$ cat config.mk
export PLATFORM = sky130hd
export DESIGN_NAME = branch_redirect_ctrl
export DESIGN_NICKNAME = d
export VERILOG_FILES = /design/src/rtl/branch_redirect_ctrl.sv
export SDC_FILE = /design/constraint.sdc
export NUM_CORES = 1
export LEC_CHECK = 0
export ABC_AREA = 0
export CAP_MARGIN = 10
export CORE_MARGIN = 1.5
export CORE_UTILIZATION = 65
export CTS_CLUSTER_SIZE = 8
export DETAILED_ROUTE_END_ITERATION = 8
export DONT_BUFFER_PORTS = 1
export GPL_TIMING_DRIVEN = 0
export HOLD_SLACK_MARGIN = 0.03
export PLACE_DENSITY = 0.78
export SETUP_SLACK_MARGIN = 0.5
export SLEW_MARGIN = 20
export SYNTH_ARGS = -nofsm -noshare
export SYNTH_HDL_FRONTEND = slang
export SYNTH_SLANG_ARGS = --single-unit
$ cat constraint.sdc
create_clock -name clk -period 4 [get_ports clk]
set_input_delay 1.2 -clock clk [delete_from_list [all_inputs] [get_ports clk]]
set_output_delay 1.2 -clock clk [all_outputs]
set_load 0.02 [all_outputs]
$ cat src/rtl/branch_redirect_ctrl.sv
// Branch redirect sequencer: turns a taken MEM-stage branch into pipeline
// flushes, a PC hold and a valid/ready redirect to fetch, and counts branches.
module branch_redirect_ctrl #(
  parameter int unsigned ADDR_W = 32,
  parameter int unsigned CNT_W  = 16
) (
  input  logic              clk,
  input  logic              rst_n,
  input  logic              mem_valid,
  input  logic              stall_mem,
  input  logic              branch_flag,
  input  logic              pc_src,
  input  logic [ADDR_W-1:0] branch_target,
  input  logic              if_ready,
  input  logic              cnt_clr,
  output logic              redirect_valid,
  output logic [ADDR_W-1:0] redirect_pc,
  output logic              hold_pc,
  output logic              flush_if_id,
  output logic              flush_id_ex,
  output logic              flush_ex_mem,
  output logic [CNT_W-1:0]  branch_cnt,
  output logic [CNT_W-1:0]  taken_cnt
);

  typedef enum logic [1:0] {
    S_IDLE  = 2'd0,
    S_FLUSH = 2'd1,
    S_WAIT  = 2'd2
  } state_e;

  localparam logic [CNT_W-1:0] CNT_MAX = {CNT_W{1'b1}};

  state_e              state_q, state_d;
  logic                busy_q, busy_d;
  logic                deep_q, deep_d;
  logic [ADDR_W-1:0]   redirect_pc_q, redirect_pc_d;
  logic [CNT_W-1:0]    branch_cnt_q, branch_cnt_d;
  logic [CNT_W-1:0]    taken_cnt_q, taken_cnt_d;
  logic                resolve_c;

  // Branch resolutions only matter while idle; anything else is dropped.
  assign resolve_c = (state_q == S_IDLE) & mem_valid & ~stall_mem & branch_flag;

  always_ff @(posedge clk or negedge rst_n) begin
    if (!rst_n) begin
      state_q       <= S_IDLE;
      busy_q        <= 1'b0;
      deep_q        <= 1'b0;
      redirect_pc_q <= '0;
      branch_cnt_q  <= '0;
      taken_cnt_q   <= '0;
    end else begin
      state_q       <= state_d;
      busy_q        <= busy_d;
      deep_q        <= deep_d;
      redirect_pc_q <= redirect_pc_d;
      branch_cnt_q  <= branch_cnt_d;
      taken_cnt_q   <= taken_cnt_d;
    end
  end

  // Next state; output flops are loaded from the next state so they track it exactly.
  always_comb begin
    state_d       = state_q;
    redirect_pc_d = redirect_pc_q;
    case (state_q)
      S_IDLE: begin
        if (resolve_c && pc_src) begin
          state_d       = S_FLUSH;
          redirect_pc_d = branch_target;
        end
      end
      S_FLUSH: state_d = if_ready ? S_IDLE : S_WAIT;
      S_WAIT:  if (if_ready) state_d = S_IDLE;
      default: state_d = S_IDLE;
    endcase
    busy_d = (state_d != S_IDLE);
    deep_d = (state_d == S_FLUSH);
  end

  // Saturating statistics; clear wins over a same-cycle increment.
  always_comb begin
    branch_cnt_d = branch_cnt_q;
    taken_cnt_d  = taken_cnt_q;
    if (cnt_clr) begin
      branch_cnt_d = '0;
      taken_cnt_d  = '0;
    end else if (resolve_c) begin
      if (branch_cnt_q != CNT_MAX) branch_cnt_d = branch_cnt_q + CNT_W'(1);
      if (pc_src && (taken_cnt_q != CNT_MAX)) taken_cnt_d = taken_cnt_q + CNT_W'(1);
    end
  end

  assign redirect_valid = busy_q;
  assign hold_pc        = busy_q;
  assign flush_if_id    = busy_q;
  assign flush_id_ex    = deep_q;
  assign flush_ex_mem   = deep_q;
  assign redirect_pc    = redirect_pc_q;
  assign branch_cnt     = branch_cnt_q;
  assign taken_cnt      = taken_cnt_q;

endmodule

== After elaboration in Yosys (flattened, before gate mapping) ==
Index checks and enable logic that the tools add are counted.

* Register bits: 68
* Latch bits: 0
* Bits in writable memories: 0
* ROM bits: 0
* Input port bits: 40
* Output and inout bits: 69
* Word-level logic and storage cells: 37
* Memories: 0

* Add/subtract/negate cells: 2
* Multipliers: 0
* Div/mod/pow operators: 0
* Magnitude comparators: 0
* Equal/unequal tests: 5
* Shift operators: 0
* Mux-type cells: 10
* Bitwise operators: 4
* Reductions and logical operators: 10

{| class="wikitable"
|+ Operators with widths
! cell !! count
|-
| $mux 16 || 6
|-
| $add 16x1->16 const B || 2
|-
| $ne 16x16->1 const B || 2
|-
| $reduce_bool 2->1 || 4
|-
| $mux 2 || 3
|-
| $pmux 2 s3 || 1
|-
| $reduce_and 2->1 || 3
|-
| $eq 2x1->1 const B || 2
|-
| $and 1x1->1 || 3
|-
| $eq 2x2->1 const B || 1
|-
| $logic_and 1x1->1 || 2
|-
| $logic_not 2->1 || 1
|-
| $not 1->1 || 1
|}

== Longest topological paths before layout ==
Gate-level depths: netlist of the first run.

* Word-level depth: 8
* Gate-level depth with buffers: 6
* Depth with buffers taken out: 6

== Worst setup path after synthesis of the first run ==
OpenSTA, ideal clock, no wires.

* Kind: input port to flip-flop
* Start: in stall_mem
* End: reg redirect_pc_q[10] (netlist: redirect_pc[10])
* Library setup time: 0.125 ns
* Arrival time: 2.543 ns
* Data required time: 3.875 ns
* Path slack: 1.333 ns
* Cell stages on the path: 5
* Buffers on the path: 2
* Cells stage by stage: or4b_1 buf_6 nor2_4 buf_4 mux2_2

* Word-level cells in the longest chain between the ends: 5

{| class="wikitable"
|+ Ends and longest elaborated chain
! element !! RTL line !! RTL
|-
| start, declared || 10 || <nowiki>input logic stall_mem,</nowiki>
|-
| $not 1->1 || 43 || <nowiki>assign resolve_c = (state_q == S_IDLE) & mem_valid & ~stall_mem & branch_flag;</nowiki>
|-
| $and 1x1->1 (2 in series) || 43 ||
|-
| $logic_and 1x1->1 || 69 || <nowiki>if (resolve_c && pc_src) begin</nowiki>
|-
| $reduce_and 2->1 (no source line) || n/a ||
|-
| end signal, assigned || 57 || <nowiki>redirect_pc_q <= redirect_pc_d;</nowiki>
|-
| end, declared || 37 || <nowiki>logic [ADDR_W-1:0] redirect_pc_q, redirect_pc_d;</nowiki>
|}

Every way passes these cells.
A chain may end at the register's enable or synchronous reset.

== Worst setup path in the final report of the first run ==
* Start: in stall_mem
* End: reg redirect_pc_q[8] (netlist: redirect_pc[8])

The elaborated chain is that of the path after synthesis.

==> metrics.cfg, run 1 <==
[synth]
synth_top_cells_by_area=dfrtp_1, mux2_2, xor2_1
synth_common_cells=dfrtp_1, nor2_1, mux2_2, xor2_1
yosys_register_bits=68
yosysMostFrequentCell=dfrtp_1
ys_warn_count=0
synth_area_leader_cell=dfrtp_1
ys_seq_area_share_pct=54.9
synth_fp_nets=302
synth.distinct_cells=37
synth_cells=260
synthArstFlopShare_pct=100
ys.flop_type=dfrtp_1
synth_top_area_share_pct=54.9
avgSynthCellArea_um2=11.9
synth_area_um2=3100
synth-edff-count=0

[route]
vias=2058
wl_per_cell_um=18.3
first_pass_iters=4
drt_iter0_markers=72
drt-vias-per-instance=6.29
wl_um=5980
wl_met1_um=2410
met3_length_um=452
top_layer=met4
ant_nets=0
met2_length_um=3040
drc=0

[floorplanning]
initial_core_util_pct=69.2
ioPinCount=109
die_area_um2=5190
placementRows=24
die_w_um=72.0
core_area_um2=4470
die_h_um=72.0

[worst_setup_path]
max_stage_delay_ps=480
cp-start-kind=primary input
slowest_stage=or4b_1
crit_chain=or4b_1 > buf_6 > nor2_4 > buf_4 > mux2_2
path_class=in -> reg
path_max_fanout=10
crit_family=simple AND/OR/NAND/NOR gates
critical_path_required_ps=4220
crit_path_end_kind=register
path_buf_inv=2
crit_arrival_ps=2700

[timing]
fmax_mhz=403
fin_skew_ps=4.66
period_share_pct=62.1
worstMarginPinSlew_ps=611
slew_headroom_pct=59.1
tns_ps=0
holdWs_ps=553
period_minus_slack_ps=2480
setup_viol=0
rsz0062_at_grt=false
slew_violations=0
hold_viol=0

[pwr]
p_leak_nw=1.48
p_per_area_nw_per_um2=468
ir_worst_vdd_uv=369

[global_route]
track_usage_pct=25.2
grt_max_degree=69
grt_pass1_wl_um=9830
antenna_found_initial=0
grt_pass1_vias=2112
grt_overflow_total=0

[clocking]
cts.repair.resized=0
cts_setup_buffers=0
cts.path.max_buffers=2
cts_made_buffers=9
clockRootBuffer=clkbuf_8
clk_latency_ps=340
clk_pin_slew_ps=70
postCtsHoldBufs=0
clock_sinks=68
tritoncts=built
htree_levels=3

[job]
maxCapViolCount=0

[placement]
hpwl_um=4250
gp_congestion=0.856
port_buffers=0

[finish]
fill_cells=322
layout-drive-gt1-share_pct=21.1
diodes=0
nets=313
syn_to_final_growth_pct=7.96

[status]
status=finished clean

[hold_path]
worst_hold_path_type=in -> async

## metrics by stage
stage	total power [mW]	cells	utilization, %	setup slack [ps]	instance area [µm²]
after floorplan	1.02	260	-	1330	3100
after global placement	1.04	312	70.7	1170	3160
after detailed placement	1.05	312	70.7	1150	3160
after CTS	1.58	327	74.7	1520	3340
after global routing	1.63	327	74.7	1490	3340
final	1.56	327	74.7	1520	3340
## logic make-up (layout without fill, tap and decap cells)
family | after synthesis | after routing | share of synthesized area [%]
simple gates | 101 | 101 | 18.0
flops | 68 | 68 | 54.9
mux | 36 | 36 | 12.9
xor+xnor | 25 | 25 | 7.07
compound gates | 16 | 16 | 3.72
buf+inv | 12 | 27 | 2.54
fa+ha+maj | 2 | 2 | 0.808
## power by group
part	internal, mW	switching [mW]	total, mW
sequential	0.770	0.159	0.929
clock	0.282	0.245	0.528
combinational	0.0694	0.0377	0.107
## final timing paths
path | slack [ps] | depth (start not counted) | end | startpoint
max | 1520 | 5 | redirect_pc[8] | stall_mem
min in group clk | 620 | 2 | state_q[1] | state_q[0]
max reg2reg | 1910 | 5 | redirect_pc[8] | state_q[1]
min | 550 | 0 | taken_cnt[2] | rst_n
max in group asynchronous | 3320 | 0 | branch_cnt[10] | rst_n
min reg2reg | 620 | 2 | state_q[1] | state_q[0]
## worst register-to-register path: stages (launching register included)
cell	delay, ps
dfrtp_1	410
or4b_1	540
buf_6	170
nor2_4	260
buf_4	250
mux2_2	350
## flip-flops by register name, summed over array words and instances (netlist names)
signal        count
redirect_pc      32
state_q           2
branch_cnt       16
flush_if_id       1
flush_ex_mem      1
taken_cnt        16
## layout by cell type, fill, tap and decap left out, drive strengths merged
cell type	Yosys	layout
bufinv	0	1
or3	1	1
or4b	1	1
a21boi	2	2
nand2	12	12
a21oi	3	3
mux2i	4	4
nand3	12	12
mux2	32	32
a311oi	2	2
nor4	1	1
buf	7	7
a31oi	2	2
clkbuf	4	14
xor2	18	18
nand4	12	12
nor2	34	34
clkinv	0	4
o211a	1	1
or3b	1	1
or4	1	1
inv	1	1
and3	10	10
and2	1	1
o21bai	1	1
xnor2	7	7
o21ai	1	1
nor4b	1	1
o22ai	1	1
nor3	5	5
a211oi	3	3
dfrtp	68	68
nand4b	3	3
ha	2	2
and4	6	6
## routing by layer
| metal | up-vias | global-route usage, % |
|---|---|---|
| met5 | - | 0 |
| met3 | 6 | 8.89 |
| met4 | 0 | 13.8 |
| met2 | 89 | 40.0 |
| met1 | 1015 | 30.0 |
| li1 | 948 | - |
## area by class of cell
| class | instances | area, µm² | share of cell area [%] |
|---|---|---|---|
| clock buffers | 10 | 128 | 3.82 |
| inverters | 1 | 3.75 | 0.112 |
| flip-flops and latches | 68 | 1700 | 50.9 |
| well taps | 52 | 65.1 | 1.95 |
| multi-input cells | 180 | 1320 | 39.4 |
| clock inverters | 5 | 53.8 | 1.61 |
| plain buffers | 11 | 75.1 | 2.24 |
No activity file was read; power rests on OpenSTA's default activity.
==> run 2: changes to the inputs <==
- ABC_AREA: 0 -> 1
- CORE_UTILIZATION: 65 -> 63
- PLACE_DENSITY: 0.78 -> 0.76
- clock period: 4 -> 2.5 ns (I/O delays scaled with it)
==> metrics.cfg, run 2 <==
[status]
status=finished clean

[floorplanning]
core_area_um2=5510
die_w_um=78.7
die_h_um=78.7
ioPinCount=109
placementRows=27
initial_core_util_pct=65.6
die_area_um2=6200

[finish]
diodes=0
fin_util_pct=71.2
nets=506
syn_to_final_growth_pct=8.52
multi_input_area_um2=1660
mostFrequentLayoutCell=nand2_1
largest_reg_flops=32
fill_cells=459
layout_common_cells=nand2_1, dfrtp_1, nor2_1
regArea_um2=1700
layout-drive-gt1-share_pct=16.0

[clocking]
clk_latency_ps=350
clk_pin_slew_ps=80
htree_levels=3
cts_made_buffers=9
cts.repair.resized=0
cts.path.max_buffers=2
clock_sinks=68
postCtsHoldBufs=0
cts_setup_buffers=0
tritoncts=built
clockRootBuffer=clkbuf_8

[synth]
synth_top_cells_by_area=dfrtp_1, nand2_1, nor2_1
yosysMostFrequentCell=nand2_1
synth_cells=453
ys_warn_count=0
ys.flop_type=dfrtp_1
synth_top_family_by_area=simple AND/OR/NAND/NOR gates
synthSimpleGateAreaFrac_pct=37.7
synth_fp_nets=495
synthArstFlopShare_pct=100
synth_area_um2=3610
yosys_register_bits=68
synth_top_area_share_pct=47.1
avgSynthCellArea_um2=7.97
synth_compound_area_share_pct=4.81
ys_seq_area_share_pct=47.1
synth_common_cells=nand2_1, dfrtp_1, nor2_1, inv_1, nand3_1
synth-xor-area-share_pct=2.67
synthMuxAreaShare_pct=0
synth-edff-count=0
synth_adder_area_share_pct=0.693
synth_area_leader_cell=dfrtp_1
synth.distinct_cells=35

[timing]
slew_violations=0
slew_headroom_pct=68.9
period_minus_slack_ps=1870
fmax_mhz=534
setup_viol=0
hold_viol=0
worstMarginPinSlew_ps=467
rsz0062_at_grt=false
worst_slack_ps=626
period_share_pct=74.9
fin_skew_ps=10.5
tns_ps=0

[pwr]
p_per_area_nw_per_um2=661
ir_worst_vdd_uv=550
power_mw=2.59
p_leak_nw=1.94

[worst_setup_path]
path_class=reg -> reg
r2r-start=branch_cnt[0]
rr_worst_depth=7
rr_endpoint=branch_cnt[9]
crit_path_end_kind=register
crit_arrival_ps=2100
path_max_fanout=10
worstSetupStartpoint=branch_cnt[0]
cp-start-kind=register
critical_path_required_ps=2730
r2r_slack_ps=630

[placement]
gp_congestion=0.846
hpwl_um=5630
place_ws_ps=521
port_buffers=0

[global_route]
antenna_found_initial=0
grt_overflow_total=0
grt_pass1_vias=2917
track_usage_pct=27.6
grt_pass1_wl_um=13200
grt_max_degree=69

[job]
maxCapViolCount=0

[route]
wl_per_cell_um=14.7
drt_iter0_markers=227
ant_nets=0
drc=0
vias=2932
wl_um=7940
first_pass_iters=4
drt-vias-per-instance=5.42

[hold_path]
worst_hold_path_type=in -> async

run 2: cell count changes after synthesis, moves of 9 or more:
cell / delta
nand3_1: +11
o21ai_0: +12
nor2_2: +9
inv_1: +34
mux2_2: -32
xor2_1: -9
nand2_2: +11
nand2_1: +168
and3_1: -10
run 2: worst max path at each step:
| stage | endpoint | slack (ps) |
|---|---|---|
| 2_1_floorplan | taken_cnt[0] | 830 |
| 3_3_place_gp | redirect_pc[4] | 570 |
| 3_5_place_dp | redirect_pc[10] | 520 |
| 4_1_cts | branch_cnt[13] | 620 |
| 5_1_grt | branch_cnt[4] | 520 |
| 6_report | branch_cnt[9] | 630 |
run 2: per-layer routing:
metal	share of wire, %	up-vias	GRT usage [%]
met1	40	1382	31.5
met4	2.0	0	12.0
met2	51	97	49.2
met3	6.2	15	6.55
li1	-	1438	-
met5	0	-	0
run 2: logic make-up after synthesis:
logic type,Yosys count
buf+inv,52
flops,68
simple gates,294
xor+xnor,11
fa+ha+maj,2
compound gates,26
run 2: critical path: stages (launching register included):
cell and delay, ps:
dfrtp_1 550, ha_1 290, nand2_2 120, nor2_4 230, nand4_1 110, nand3_1 110, clkbuf_4 230, o21ai_0 110
run 2: final cells by class:
cell class | instances | area share (%)
Multi-Input combinational cell | 333 | 42.3
Tap cell | 72 | 2.30
Sequential cell | 68 | 43.4
Buffer | 16 | 3.00
Clock inverter | 4 | 1.85
Clock buffer | 12 | 3.70
Inverter | 36 | 3.45
run 2: stage by stage:
step	instances	hold WS, ps	cell area [µm²]
after detailed placement	525	456	3700
after floorplan	453	454	3610
after CTS	541	79.7	3920
after global routing	541	80.5	3920
final	541	85.7	3920
after global placement	525	456	3700
run 2: where the power goes:
part	total, mW	switching [mW]	internal (mW)
logic	0.161	0.0990	0.0617
registers	1.41	0.209	1.20
clock network	1.02	0.432	0.589
